$ cat config.mk
export PLATFORM = sky130hd
export DESIGN_NAME = decdigi2hex_8bit_flat
export DESIGN_NICKNAME = d
export VERILOG_FILES = /design/src/rtl/decdigi2hex_8bit_if.sv /design/src/rtl/decdigi2hex_8bit.sv /design/src/flat_wrapper.sv
export SDC_FILE = /design/constraint.sdc
export NUM_CORES = 1
export LEC_CHECK = 0
export BUFFER_PORTS_ARGS = -buffer_cell sky130_fd_sc_hd__buf_2
export CAP_MARGIN = 20
export CORE_MARGIN = 10
export CORE_UTILIZATION = 53
export CTS_BUF_LIST = sky130_fd_sc_hd__clkbuf_8 sky130_fd_sc_hd__clkbuf_16
export DETAILED_ROUTE_END_ITERATION = 10
export MAX_ROUTING_LAYER = met4
export PLACE_DENSITY = 0.78
export SETUP_SLACK_MARGIN = 0.3
export SLEW_MARGIN = 20
export SYNTH_ARGS = -nofsm -noshare
export SYNTH_HDL_FRONTEND = slang
export SYNTH_SLANG_ARGS = --single-unit
$ cat constraint.sdc
create_clock -name clock -period 4.95 [get_ports clock]
set_input_delay 0.495 -clock clock [delete_from_list [all_inputs] [get_ports clock]]
set_output_delay 0.495 -clock clock [all_outputs]
set_load 0.02 [all_outputs]
$ cat src/rtl/decdigi2hex_8bit_if.sv
// Request/result handshake bundle for the 7-segment readback converter.
// The master side issues digit codes and consumes the binary result.
interface decdigi2hex_8bit_if;
    logic       in_valid;
    logic       in_ready;
    logic [6:0] digi_2;
    logic [6:0] digi_1;
    logic [6:0] digi_0;
    logic       out_valid;
    logic       out_ready;
    logic [7:0] hex;
    logic       err_code;
    logic       err_ovf;

    modport master (
        output in_valid, digi_2, digi_1, digi_0, out_ready,
        input  in_ready, out_valid, hex, err_code, err_ovf
    );

    modport slave (
        input  in_valid, digi_2, digi_1, digi_0, out_ready,
        output in_ready, out_valid, hex, err_code, err_ovf
    );
endinterface

$ cat src/rtl/decdigi2hex_8bit.sv
// Converts three 7-segment decimal digit codes (hundreds/tens/units) to an 8-bit
// binary value with a shift-add accumulator consuming one digit per cycle.
module decdigi2hex_8bit #(
    parameter bit INVERT_SEG = 1'b0,
    parameter bit SAT_EN     = 1'b1
) (
    input logic                  clock,
    input logic                  rst_n,
    decdigi2hex_8bit_if.slave    bus
);
    localparam logic [1:0] IDLE = 2'd0;
    localparam logic [1:0] ACC  = 2'd1;
    localparam logic [1:0] DONE = 2'd2;

    logic [1:0] state;
    logic [6:0] code_2, code_1, code_0;
    logic [9:0] acc;
    logic [1:0] step;
    logic       bad;
    logic [7:0] hex_r;
    logic       err_code_r;
    logic       err_ovf_r;

    logic [6:0] sel_code;
    logic [3:0] digit;
    logic       legal;
    logic [9:0] acc_next;
    logic       bad_next;

    always_comb begin
        sel_code = code_0;
        case (step)
            2'd0:    sel_code = code_2;
            2'd1:    sel_code = code_1;
            default: sel_code = code_0;
        endcase
    end

    // Exact-match decode; any unlisted pattern is an illegal digit.
    always_comb begin
        digit = 4'd0;
        legal = 1'b1;
        case (sel_code)
            7'b0111111: digit = 4'd0;
            7'b0011000: digit = 4'd1;
            7'b1110110: digit = 4'd2;
            7'b1111100: digit = 4'd3;
            7'b1011001: digit = 4'd4;
            7'b1101101: digit = 4'd5;
            7'b1101111: digit = 4'd6;
            7'b0111000: digit = 4'd7;
            7'b1111111: digit = 4'd8;
            7'b1111101: digit = 4'd9;
            default:    legal = 1'b0;
        endcase
    end

    always_comb begin
        acc_next = (acc << 3) + (acc << 1) + {6'd0, digit};
        bad_next = bad | ~legal;
    end

    always_ff @(posedge clock) begin
        if (!rst_n) begin
            state      <= IDLE;
            code_2     <= '0;
            code_1     <= '0;
            code_0     <= '0;
            acc        <= '0;
            step       <= '0;
            bad        <= 1'b0;
            hex_r      <= '0;
            err_code_r <= 1'b0;
            err_ovf_r  <= 1'b0;
        end else begin
            case (state)
                IDLE: begin
                    if (bus.in_valid) begin
                        code_2 <= INVERT_SEG ? ~bus.digi_2 : bus.digi_2;
                        code_1 <= INVERT_SEG ? ~bus.digi_1 : bus.digi_1;
                        code_0 <= INVERT_SEG ? ~bus.digi_0 : bus.digi_0;
                        acc    <= '0;
                        step   <= '0;
                        bad    <= 1'b0;
                        state  <= ACC;
                    end
                end
                ACC: begin
                    acc  <= acc_next;
                    bad  <= bad_next;
                    step <= step + 2'd1;
                    if (step == 2'd2) begin
                        state <= DONE;
                        if (bad_next) begin
                            hex_r      <= '0;
                            err_code_r <= 1'b1;
                            err_ovf_r  <= 1'b0;
                        end else if (acc_next > 10'd255) begin
                            hex_r      <= SAT_EN ? 8'hFF : acc_next[7:0];
                            err_code_r <= 1'b0;
                            err_ovf_r  <= 1'b1;
                        end else begin
                            hex_r      <= acc_next[7:0];
                            err_code_r <= 1'b0;
                            err_ovf_r  <= 1'b0;
                        end
                    end
                end
                DONE: begin
                    if (bus.out_ready) state <= IDLE;
                end
                default: state <= IDLE;
            endcase
        end
    end

    assign bus.in_ready  = (state == IDLE);
    assign bus.out_valid = (state == DONE);
    assign bus.hex       = hex_r;
    assign bus.err_code  = err_code_r;
    assign bus.err_ovf   = err_ovf_r;
endmodule
$ cat src/flat_wrapper.sv
// flat-port wrapper written by rule: the top's interface ports become plain ports
module decdigi2hex_8bit_flat 
#(
    parameter bit INVERT_SEG = 1'b0,
    parameter bit SAT_EN     = 1'b1
)
  (clock, rst_n, bus_in_valid, bus_digi_2, bus_digi_1, bus_digi_0, bus_out_ready, bus_in_ready, bus_out_valid, bus_hex, bus_err_code, bus_err_ovf);
  decdigi2hex_8bit_if bus_i ();
  input logic clock;
  input logic rst_n;
  input wire logic [$bits(bus_i.in_valid)-1:0] bus_in_valid;
  input wire logic [$bits(bus_i.digi_2)-1:0] bus_digi_2;
  input wire logic [$bits(bus_i.digi_1)-1:0] bus_digi_1;
  input wire logic [$bits(bus_i.digi_0)-1:0] bus_digi_0;
  input wire logic [$bits(bus_i.out_ready)-1:0] bus_out_ready;
  output wire logic [$bits(bus_i.in_ready)-1:0] bus_in_ready;
  output wire logic [$bits(bus_i.out_valid)-1:0] bus_out_valid;
  output wire logic [$bits(bus_i.hex)-1:0] bus_hex;
  output wire logic [$bits(bus_i.err_code)-1:0] bus_err_code;
  output wire logic [$bits(bus_i.err_ovf)-1:0] bus_err_ovf;
  assign bus_i.in_valid = bus_in_valid;
  assign bus_i.digi_2 = bus_digi_2;
  assign bus_i.digi_1 = bus_digi_1;
  assign bus_i.digi_0 = bus_digi_0;
  assign bus_i.out_ready = bus_out_ready;
  assign bus_in_ready = bus_i.in_ready;
  assign bus_out_valid = bus_i.out_valid;
  assign bus_hex = bus_i.hex;
  assign bus_err_code = bus_i.err_code;
  assign bus_err_ovf = bus_i.err_ovf;
  decdigi2hex_8bit #(.INVERT_SEG(INVERT_SEG), .SAT_EN(SAT_EN)) u_core (.clock(clock), .rst_n(rst_n), .bus(bus_i));
endmodule
==> summary by stage, run 1 <==
Timing
The hold slack is about 420 ps. Summed over all failing endpoints, the final setup total negative slack is 0 ps. The final worst clock skew is roughly 7.8 ps. The part of the cycle the worst path needs is about nine tenths.

The number of setup violations in the final report is 0. Derived from the worst setup path, the maximum achievable clock frequency is roughly 0.22 GHz. The final hold violation count is 0.

The max-slew violation count was 0. The normalized max-slew margin is 40.1%. The slew at the pin with the worst max-slew slack is slightly below 900 ps. The worst path in the final design needs a cycle of roughly 4500 ps, including I/O delays and setup.

Setup repair after global routing could not meet its margin everywhere.

Pwr
Power spread over the standard cell area amounts to ~240 nW/um^2. The total power draw is about 0.70 mW. The worst-case IR drop observed on VDD is around 210 uV. The proportion of power drawn by flip-flops and latches is between 50% and 60%. For this design the static power due to leakage is 1.23 nW. The power share of the combinational group is between 10% and 20%. Net switching is 27.9% of the power. The net switching component of the power is just under 0.2 mW.

The internal portion of the total power is just over 0.5 mW. Of the total power, the clock network draws 30.9%.

Die
Row generation in the floorplan step produced 25 rows. The floorplan step defined a die boundary enclosing 8160 um^2. The initial utilization of the core area, before any placement, comes to between 50% and 60%. 37 I/O pins were placed. The core area is 4750 um^2.

The floorplan die height is roughly 90 um. In this run the horizontal extent of the chip is roughly 90 um.

CTS
The clock-pin transition on the worst setup and hold timing paths is 80 ps. The clock tree synthesis step divided the H-tree into 2 levels. The clock latency on the worst-skew pair is roughly 300 ps. The CTS sink count is between 40 and 50. Buffers inserted to repair hold after CTS numbered 0. The number of buffers on the longest clock path is 2. Buffers inserted during clock tree synthesis total 5. The TritonCTS clock tree is done.

In this run the clock root is driven by a sky130_fd_sc_hd__clkbuf_8.

Placement
The final RePlAce weighted congestion is slightly above 1. In this run the tool buffered the top-level ports with 36 buffer cells. The number of placed instances, taps included is ~400. The placed wire-length estimate is about 4500 um.

Setup path
The critical setup path kind is register to register. Across all register-to-register paths, the minimum setup slack is 490 ps. The critical path startpoint category is a register. The launching point of the worst reg2reg path is u_core.step[0]. The critical path starts at u_core.step[0]. In this run the number of cells on the critical path is 18. In this design, the stage delay of the slowest critical-path cell is about 460 ps.

In this run the worst setup path terminates at u_core.bus.hex[0]. The endpoint of the worst register-to-register path is u_core.bus.hex[0]. Counting cells, the worst reg-to-reg path comes to 18. Along the worst path, the maximum fanout reaches 18. Traced cell by cell, the critical path runs through inv_1 -> ha_4 -> or3b_1 -> nand2_1 -> nand3_1 -> a2111oi_4 -> o21bai_1 -> ha_1 -> ha_1 -> inv_1 -> fa_1 -> nor2b_2 -> o31a_1 -> nand3b_1 -> a2111oi_2 -> buf_4 -> o31ai_1 -> a22o_1. At the worst endpoint, the arrival time is roughly 4700 ps. The kind of cell with the highest combined delay on the critical path is compound AO/OA/AOI/OAI gates. The number of buffers and inverters on the critical path is 3. STA classifies the critical path endpoint as a register. The slowest stage of the critical path is the sky130_fd_sc_hd__or3b_1 cell. At the worst endpoint, the required time is approximately 5100 ps.

Yosys
For this run, the register share of the synthesized area comes to between 30% and 40%. The largest total area in the synthesized netlist belongs to sky130_fd_sc_hd__dfxtp_1. In the synthesized netlist, the cells that appear most often are 53 x sky130_fd_sc_hd__nand2_1, 45 x sky130_fd_sc_hd__dfxtp_1, 33 x sky130_fd_sc_hd__a21oi_1. After synthesis, the cell types taking the most area are sky130_fd_sc_hd__dfxtp_1 34%, sky130_fd_sc_hd__ha_1 8.1%, sky130_fd_sc_hd__nand2_1 7.6%. Synthesis instantiated 52 different standard cells from the library. The warning count from the yosys run is 0. The async set-or-reset flop fraction in the synthesized netlist is 0%. The synthesized cell area is 2620 um^2. The post-synthesis instance total is around 310. Among all flip-flop cells after synthesis, the most frequent one is sky130_fd_sc_hd__dfxtp_1. The number of nets produced by synthesis is 355. The share of the synthesized area in the top cell type is between 30% and 40%. The leading cell type by number of instances after synthesis is sky130_fd_sc_hd__nand2_1. The count of flip-flops with a built-in enable after synthesis is 0. The mean cell area of the mapped netlist is 8.43 um^2. The synthesized design contains 45 register bits.

Final layout
Once layout is complete, the cells apart from fillers number just over 400. Compared with the post-synthesis result, the final layout area differs by 13.1%. The fraction of final layout cells sized beyond drive strength 1 is between 20% and 30%. The share of the core filled with cells is 62.4%. The antenna diode count is 0. The final layout net count is approximately 390.

GRT
The aggregate global routing overflow is 0. The pin count of the biggest net entering global routing is 34. The first-pass GRT wire length is between 10000 and 15000 um. The number of global-route vias before repair came to 2227. The total routing resource utilization after global routing is 15.6%. The number of antenna violations at the first check in global routing came to 0.

Route
The detailed-route wire length is ~6300 um. The detailed router finished its first iteration with 180 violations. Across all layers, the routed design uses approximately 2400 vias. The vias per cell is 5.83. The first detailed-routing pass ran for 5 iterations.

The post-route DRC violation count is 0. Dividing the detail-routed wire length by the instance count gives between 15 and 20 um. The antenna violation net count after detailed routing is 0.

Hold path
The startpoint identified for the worst hold timing path is bus_digi_0[4]. The path class of the tightest hold or removal check is input port to register.

Run status
The flow ran to the end, and the final reports show no timing, DRC or antenna violations.

Job
The total of max-cap violations is 0.
==> state kept, by name, indices dropped and copies added (netlist names) <==
| signal | flops |
|---|---|
| u_core.acc | 9 |
| u_core.bad | 1 |
| u_core.bus.err_code | 1 |
| u_core.bus.err_ovf | 1 |
| u_core.bus.hex | 8 |
| u_core.code_0 | 7 |
| u_core.code_1 | 7 |
| u_core.code_2 | 7 |
| u_core.state | 2 |
| u_core.step | 2 |
==> worst min path at each step <==
stage	slack, ps	cells past startpoint	to
2_1_floorplan	430	2	u_core.code_0[0]
3_3_place_gp	450	2	u_core.code_0[6]
3_5_place_dp	450	2	u_core.code_0[0]
4_1_cts	430	3	u_core.code_2[2]
5_1_grt	410	3	u_core.code_2[2]
6_report	420	3	u_core.code_0[4]
==> tightest hold or removal path, cell delays in order <==
cell and delay (ps):
sky130_fd_sc_hd__buf_2 90, sky130_fd_sc_hd__nand2_1 40, sky130_fd_sc_hd__a21oi_1 50
==> metrics by stage <==
stage | area (um^2) | setup WS, ps
floorplan | 2620 | 586
global placement | 2800 | 434
detailed placement | 2800 | 360
CTS | 2880 | 307
global route | 2970 | 237
finish | 2970 | 485
==> cell usage in the layout (no fill, tap or decap), drive strengths merged, types with 2 or more instances in the layout <==
master | synthesis | layout
o31ai | 9 | 9
a21o | 2 | 2
clkinv | 1 | 3
a21oi | 33 | 33
o31a | 3 | 3
nor3b | 5 | 5
o21a | 4 | 4
nor2 | 17 | 17
nand3b | 2 | 2
clkbuf | 11 | 5
o22ai | 3 | 3
ha | 17 | 17
a2111oi | 5 | 5
inv | 7 | 8
a211oi | 2 | 2
nand3 | 10 | 10
fa | 2 | 2
o21ai | 4 | 4
nor4 | 3 | 3
xor2 | 3 | 3
a22oi | 3 | 3
or2 | 4 | 4
dfxtp | 45 | 45
xnor2 | 2 | 2
a31oi | 4 | 4
nand2b | 3 | 3
and2 | 6 | 6
a22o | 16 | 16
and3 | 3 | 3
buf | 6 | 40
o21bai | 2 | 2
or3b | 3 | 3
nor3 | 4 | 4
nand2 | 53 | 53
nor2b | 3 | 3
==> area by class of cell <==
class / count / area [um^2]
inverters: 8 / 30.0
fillers: 430 / 1790
well taps: 67 / 83.8
multi-input cells: 241 / 1660
clock inverters: 3 / 13.8
repair buffers: 40 / 210
flip-flops and latches: 45 / 901
clock buffers: 5 / 68.8
==> routing by layer <==
metal	GRT usage, %	share of wire (%)	up-vias
li1	-	-	1190
met1	21.3	51	1106
met2	22.6	43	80
met3	3.33	4.9	10
met4	3.85	1.1	0
met5	-	0	-
==> what timing repair did <==
action | 4_1_cts | 5_1_grt
setup buffers | 0 | 2
endpoints found under the setup margin | 0 | 10
gates resized for setup | 0 | 11
==> power groups by stage <==
stage	registers, mW	logic, mW	clock network (mW)
2_1_floorplan	0.389	0.0761	0
3_3_place_gp	0.392	0.0922	0
3_5_place_dp	0.392	0.0938	0
4_1_cts	0.384	0.0945	0.220
5_1_grt	0.387	0.113	0.238
6_report	0.385	0.102	0.217
==> logic make-up (layout without fill, tap and decap cells) <==
group | after synthesis | in the layout | synth area share, %
compound gates | 100 | 100 | 27.4
xor+xnor | 5 | 5 | 1.67
fa+ha+maj | 19 | 19 | 9.64
buf+inv | 25 | 56 | 5.01
flops | 45 | 45 | 34.4
simple gates | 117 | 117 | 21.9
No activity file was read; power rests on OpenSTA's default activity.
==> run 2: changes to the inputs <==
- CTS_BUF_LIST: sky130_fd_sc_hd__clkbuf_8 sky130_fd_sc_hd__clkbuf_16 -> sky130_fd_sc_hd__clkbuf_16
==> run 2 against run 1 <==
  * Core utilization is 0.76 points higher
  * Flip-flop and latch count unchanged
  * First-iteration DRC count down 12%
  * Die area unchanged
  * Routed wire length is 3.2% lower
  * Count of clock-buffer cells in the layout is the same
  * Critical path depth stayed put
==> summary by stage, run 2 (same netlist as run 1, synthesis figures left out) <==
Timing
The hold slack is around 450 ps. The final hold violation count is 0. The post-route minimum period is ~4400 ps. Adding up every negative setup slack in the final design gives 0 ps. Setup repair after global routing left no endpoint under its margin. The part of the cycle the worst path needs is ~90%. For the pin with the worst max-slew slack, the measured transition is 870 ps. The highest achievable clock rate is between 0.2 and 0.25 GHz. In this run the tightest slew margin relative to its limit is 41.6%. The max-slew violation count is 0. Setup violations remaining at the end of the flow were counted as 0. The final worst clock skew is ~5.4 ps.

Route
In the routed design, unresolved DRC markers number 0. The wire length per cell is 14.9 um. The final route contains between 2000 and 2500 vias.

The detailed-route wire length is approximately 6100 um. In this run the remaining antenna-violating nets after routing total 0. The first TritonRoute pass finished after 4 iterations. The vias per cell is just under 6. For this block, the initial DRC count from the detailed router was ~160.

Die
The floorplan die height is about 90 um. The x dimension of the die is roughly 90 um. The core area is roughly 4800 um^2. During I/O placement, the number of pins put on the boundary was 37.

The site row count is 25. Once the floorplan was initialized, standard cells occupied a little under three fifths of the core. The die covers 8160 um^2.

Final layout
The filler cell count in the final layout is ~430. The final layout contains 383 nets. Registers take approximately 900 um^2.

Leaving out fill and tap cells, the most frequent cells in the layout are 52 x sky130_fd_sc_hd__nand2_1, 45 x sky130_fd_sc_hd__dfxtp_1, 36 x sky130_fd_sc_hd__buf_2. From synthesis to final layout, the design area changed by 14.5%. The register containing the most flip-flops in the final layout is u_core.acc.

The number of flip-flops under the largest register name is 9. The fraction of final layout cells sized beyond drive strength 1 is 19.4%. The library cell used most frequently in the layout, excluding fill and tap cells, is sky130_fd_sc_hd__nand2_1.

The area taken by multi-input logic gates is ~1700 um^2. The number of antenna diodes in the final layout is 0.

Hold path
In this run the most critical hold path is launched from bus_digi_0[4]. The path class of the lowest-slack min-delay path is input port to register. For hold timing, the worst endpoint is u_core.code_0[4]. The number of cells on the worst hold path is 3.

Placement
Routability-driven placement finished with a final weighted congestion of roughly 1.0. The placed wire-length estimate is ~4500 um. Port buffering added 36 buffers.

Setup path
STA classifies the critical path startpoint as a register. On the worst path, the slowest cell contributes a delay of approximately 460 ps. In this design, the largest share of critical-path delay is due to compound AO/OA/AOI/OAI gates. The launching point of the worst reg2reg path is u_core.step[0].

The critical path required time is around 5000 ps. The critical path contains buffers and inverters numbering 3 combined. Setup slack on the worst reg-to-reg path comes out at 560 ps. The slowest stage cell on the critical path is sky130_fd_sc_hd__or3b_1.

STA puts the critical path data arrival time at between 4000 and 5000 ps. The most critical setup path has its startpoint at u_core.step[0]. The endpoint type of the worst setup path is a register.

The critical-path maximum fanout is 18. Walking the worst path, the cells encountered are inv_1 -> ha_4 -> or3b_1 -> nand2_1 -> nand3_1 -> a2111oi_4 -> o21bai_1 -> ha_1 -> ha_1 -> inv_1 -> fa_1 -> nor2b_2 -> o31a_1 -> nand3b_1 -> a2111oi_2 -> buf_4 -> o31ai_1 -> a22o_1. The path depth of the worst reg2reg path is 18. The critical path is of the register to register type. The endpoint of the worst register-to-register path is u_core.bus.hex[0].

GRT
Entering global routing, the biggest net connects 34 pins. The total routing resource utilization after global routing is roughly 15%. The number of global-route vias before repair is between 2000 and 2500. The first global-routing pass estimated approximately 11000 um of wire. For this run the aggregate overflow at the end of global routing stands at 0. The number of antenna violations at the first check in global routing is 0.

CTS
CTS saw 45 sinks. Clock latency on the worst-skew pair, taken at its later pin, is ~280 ps. The post-CTS setup buffer count is 0. The clock-pin transition on the worst setup and hold timing paths is ~60 ps. The number of clock buffers added by TritonCTS is 5. No sink is reached through more buffers than the 2 on the longest clock path. The clock root buffer is sky130_fd_sc_hd__clkbuf_16. The number of levels in the clock H-tree is 2.

The TritonCTS clock tree is done.

Pwr
The total power draw is about 0.8 mW. The worst supply voltage drop on vdd is roughly 170 uV. The total power density per cell area is around 270 nW/um^2. The leakage power is between 1 and 1.5 nW.

Job
The tool flagged a number of max-cap violations equal to 0.

Run status
The flow ran to the end, and the final reports show no timing, DRC or antenna violations.
run 2: cell types whose count changed in the layout (fill, tap and decap cells not counted), sizes merged:
cell | before | now
buf | 40 | 38
run 2: worst max-delay path by stage:
stage / end / slack [ps] / cells past startpoint
2_1_floorplan: u_core.bus.hex[0] / 590 / 19
5_1_grt: u_core.bus.hex[6] / 280 / 17
6_report: u_core.bus.hex[0] / 560 / 18
3_5_place_dp: u_core.bus.hex[0] / 360 / 18
3_3_place_gp: u_core.bus.hex[1] / 430 / 18
4_1_cts: u_core.bus.hex[0] / 320 / 18
run 2: per-layer routing:
layer  track usage (%)  wire (um)
met2              22.5       2700
met5                 -          0
met4              4.51         57
met3              3.16        275
met1              21.0       3050
run 2: metrics by stage:
stage / setup WS (ps) / util [%] / area [um^2] / std cells
global route: 276 / 63.2 / 3000 / 407
finish: 556 / 63.2 / 3000 / 407
detailed placement: 360 / 58.9 / 2800 / 399
global placement: 434 / 58.9 / 2800 / 399
floorplan: 586 / - / 2620 / 311
CTS: 321 / 61.8 / 2940 / 407
run 2: repair_timing:
item                                    CTS  global route
gates resized for setup                   0            10
endpoints found under the setup margin    0            10
hold buffers                              0             0
run 2: final cells by class:
| class | instances | area share [%] |
|---|---|---|
| Clock buffer | 5 | 4.17 |
| Clock inverter | 3 | 0.458 |
| Multi-Input combinational cell | 241 | 55.1 |
| Inverter | 8 | 1.00 |
| Tap cell | 67 | 2.79 |
| Sequential cell | 45 | 30.0 |
| Timing Repair Buffer | 38 | 6.50 |
run 2: where the power goes:
group          total [mW]  internal [mW]  switching [mW]
Combinational       0.101         0.0373          0.0638
Sequential          0.385          0.375         0.00962
Clock               0.312          0.183           0.129
run 2: worst register-to-register path, delay by kind of cell, from the launching register on:
family | cells | cell delay, ps
AO/OA/AOI/OAI | 6 | 1370
adder cells (fa/ha/maj) | 4 | 980
buffers and inverters | 3 | 410
flip-flops | 1 | 390
AND/OR/NAND/NOR | 5 | 1120
==> run 3: changes to the inputs <==
- CORE_MARGIN: 10 -> 2
- CORE_UTILIZATION: 53 -> 49
- PLACE_DENSITY: 0.78 -> 0.76
- clock period: 4.95 -> 3.59 ns (I/O delays scaled with it)
==> run 3 against run 2 <==
  * The run now ends with setup timing left
  * Flip-flop and latch count stayed put
  * Setup slack worse by 1000 ps
  * Combinational power is 110% higher
  * Non-clock buffer count is 48 higher
  * Core utilization is 8.5 points higher
  * Register-to-register slack worse by 1000 ps
  * Sequential share of layout area is 5.4 points lower
  * Clock skew is 0.67 ps higher
  * Critical path depth is 3 higher
  * Cell count is 13% higher
  * Highest routed layer unchanged
  * Fmax is 7.7% higher
==> summary by stage, run 3 (same netlist as run 1, synthesis figures left out) <==
Run status
The run finished, with violations left. The checks that failed: setup timing.

CTS
TritonCTS built the clock tree. The H-tree was split into 2 levels. The clock-pin transition on the worst setup and hold timing paths is 60 ps.

Buffers inserted during clock tree synthesis total 5. The number of buffers on the longest clock path is 2. The clock latency on the worst-skew pair is 290 ps. The tree is rooted in a sky130_fd_sc_hd__clkbuf_16. The CTS sink count is 45.

Final layout
The register with the most flip-flops in the final layout is u_core.acc. The post-route non-filler standard cell count is roughly 460. The area added between synthesis and finish is 40.4%. The fraction of final layout cells sized beyond drive strength 1 is about two fifths.

In the layout the commonest cells are 51 x sky130_fd_sc_hd__nand2_1, 43 x sky130_fd_sc_hd__dfxtp_1, 41 x sky130_fd_sc_hd__buf_4. The final layout net count is ~430. The register with the most flip-flops in the layout has 9 of them. After routing the design area is between 3000 and 4000 um^2.

The most common cell after layout, fill and taps aside is sky130_fd_sc_hd__nand2_1. The share of the core filled with cells is 71.6%. The antenna diode count is 0.

Timing
The slew at the pin with the worst max-slew slack is between 700 and 800 ps. The final hold violation count is 0. The worst path in the final design needs a cycle of 4080 ps, including I/O delays and setup. Setup repair after global routing could not meet its margin everywhere.

The final worst clock skew is between 6 and 7 ps. Based on the critical path, the design can be clocked at up to around 0.25 GHz. The part of the cycle the worst path needs is 114%. Setup violations remaining at the end of the flow were counted as 12.

The max-slew violation count is 0. After layout, the worst setup slack is -491 ps. The normalized max-slew margin is 48.6%.

Die
The I/O pin total is 37. The initial utilization of the core area, before any placement, comes to roughly half. In this run the horizontal extent of the chip is about 77 um. The floorplan die height is between 70 and 80 um. The core area is about 5100 um^2. Row generation in the floorplan step produced 26 rows. The overall die area is 5950 um^2.

Route
In the routed design, unresolved DRC markers number 0. After the first detailed-routing iteration, the DRC count stood at about 150. Dividing the detail-routed wire length by the instance count gives approximately 15 um. The number of search-and-repair iterations in the first detailed-routing pass is 5. The vias per cell is 5.70. The vias after detailed routing is 2609. The antenna violation net count after detailed routing is 0. Wires add up to roughly 7000 um.

Pwr
The total power density per cell area is 324 nW/um^2. Net switching is 26.9% of the power. The power share of the combinational group is 17.8%. The clock share of power is a little under two fifths. The internal power consumption is approximately 0.87 mW.

Of the total power, registers draw 44.6%. The worst supply voltage drop on vdd is 279 uV. The leakage power is ~1.5 nW.

The net switching component of the power is between 0.3 and 0.4 mW.

Setup path
The worst register-to-register path begins at u_core.step[1]. The slowest stage cell on the critical path is sky130_fd_sc_hd__fa_2. The endpoint of the worst register-to-register path is u_core.bus.hex[5]. The largest single stage delay on the critical path is approximately 370 ps. For the worst setup path, the data arrival time is about 4300 ps. The critical setup path kind is register to register. The most repeated library cell on the critical path is sky130_fd_sc_hd__buf_4. The worst register-to-register path has a depth of 21. STA classifies the critical path startpoint as a register.

The register-to-register path setup slack is -490 ps. In this run the number of cells on the critical path is 21. The critical-path maximum fanout is 9. Traced cell by cell, the critical path runs through inv_2 -> ha_4 -> buf_12 -> a22oi_2 -> buf_4 -> buf_4 -> a211oi_4 -> buf_4 -> a31oi_1 -> o21bai_1 -> ha_1 -> ha_4 -> inv_2 -> fa_2 -> nor2b_4 -> o31a_1 -> nand3b_1 -> a2111oi_4 -> buf_4 -> o31ai_1 -> a22o_1. The number of buffers and inverters on the critical path is 7. The kind of cell with the highest combined delay on the critical path is compound AO/OA/AOI/OAI gates. The worst setup path is captured at a register. For the worst setup path, the data required time is roughly 3800 ps.

Placement
The minimum setup slack after placement is -487 ps. The number of buffer cells added on primary ports is 36. The number of placed instances, taps included is ~430. The congestion estimate from routability-driven global placement came to roughly 1. The placed wire-length estimate is ~4500 um.

The standard cell area after detailed placement is 3140 um^2.

Job
Across the run, the number of max-cap violations was 0.

GRT
met2 is the most crowded layer. In the global route stage, met3 resource usage came out at 4.47%. The first-pass GRT wire length is 11100 um. The aggregate global routing overflow is 0. The pin count of the biggest net entering global routing is 34. Global routing used approximately a third of the available met1 tracks. Global routing consumed, on the met2 layer, 35.7% of the routing resources. The number of antenna violations at the first check in global routing was 0. The number of global-route vias before repair came to 2394. The total routing resource utilization after global routing is between 20% and 30%.

Hold path
The path class of the lowest-slack min-delay path is input port to register. The number of cells on the worst hold path is 3. The endpoint of the worst hold-timing path is u_core.code_1[6].

The worst hold path begins at bus_digi_1[6].
## run 3: cell types whose count changed in the layout (fill, tap and decap cells not counted), sizes merged
| cell | previous run | this run |
|---|---|---|
| buf | 38 | 86 |
## run 3: layout make-up
class | instances | area, um^2
Clock buffer | 5 | 125
Clock inverter | 3 | 21.3
Fill cell | 409 | 1460
Inverter | 8 | 32.5
Multi-Input combinational cell | 241 | 1920
Sequential cell | 45 | 906
Tap cell | 70 | 87.6
Timing Repair Buffer | 86 | 592
## run 3: how the worst max path moves through the flow
stage	end	slack (ps)	startpoint
final	u_core.bus.hex[5]	-490	u_core.step[1]
after global routing	u_core.bus.hex[4]	-650	u_core.step[0]
after CTS	u_core.bus.hex[0]	-360	u_core.step[1]
after detailed placement	u_core.bus.hex[0]	-490	u_core.step[1]
after global placement	u_core.bus.hex[0]	-410	u_core.step[1]
after floorplan	u_core.bus.hex[0]	-350	u_core.step[0]
## run 3: what timing repair did
| item | CTS | global route |
|---|---|---|
| endpoints found under the hold margin | 0 | 0 |
| hold buffers | 0 | 0 |
| gates resized for setup | 38 | 14 |
| setup buffers | 10 | 7 |
| pin swaps | 31 | 7 |
| setup endpoints to repair | 15 | 15 |
| gates cloned | 1 | 0 |
## run 3: power by group through the flow
stage | Sequential [mW] | Combinational, mW | Clock (mW)
after floorplan | 0.538 | 0.116 | 0
after global placement | 0.541 | 0.160 | 0
after detailed placement | 0.541 | 0.163 | 0
after CTS | 0.531 | 0.192 | 0.457
after global routing | 0.534 | 0.230 | 0.478
final | 0.533 | 0.212 | 0.449
## run 3: layer usage
metal	vias to the layer above	wire [um]	share of wire, %
li1	1284	-	-
met1	1222	3340	48
met2	93	3170	45
met3	10	366	5.2
met4	0	104	1.5
met5	-	0	0
## run 3: worst min-delay path: cells and delay by family
family	cells	cell delay [ps]
and+or+nand+nor	1	40
AOI/OAI and AO/OA	1	50
buffers and inverters	1	90
## run 3: stage by stage
step / TNS [ps] / hold slack, ps / power, mW
CTS: -3220 / 301 / 1.18
finish: -4640 / 303 / 1.19
global placement: -4000 / 442 / 0.701
global route: -6460 / 308 / 1.24
detailed placement: -4800 / 449 / 0.704
floorplan: -3130 / 431 / 0.654
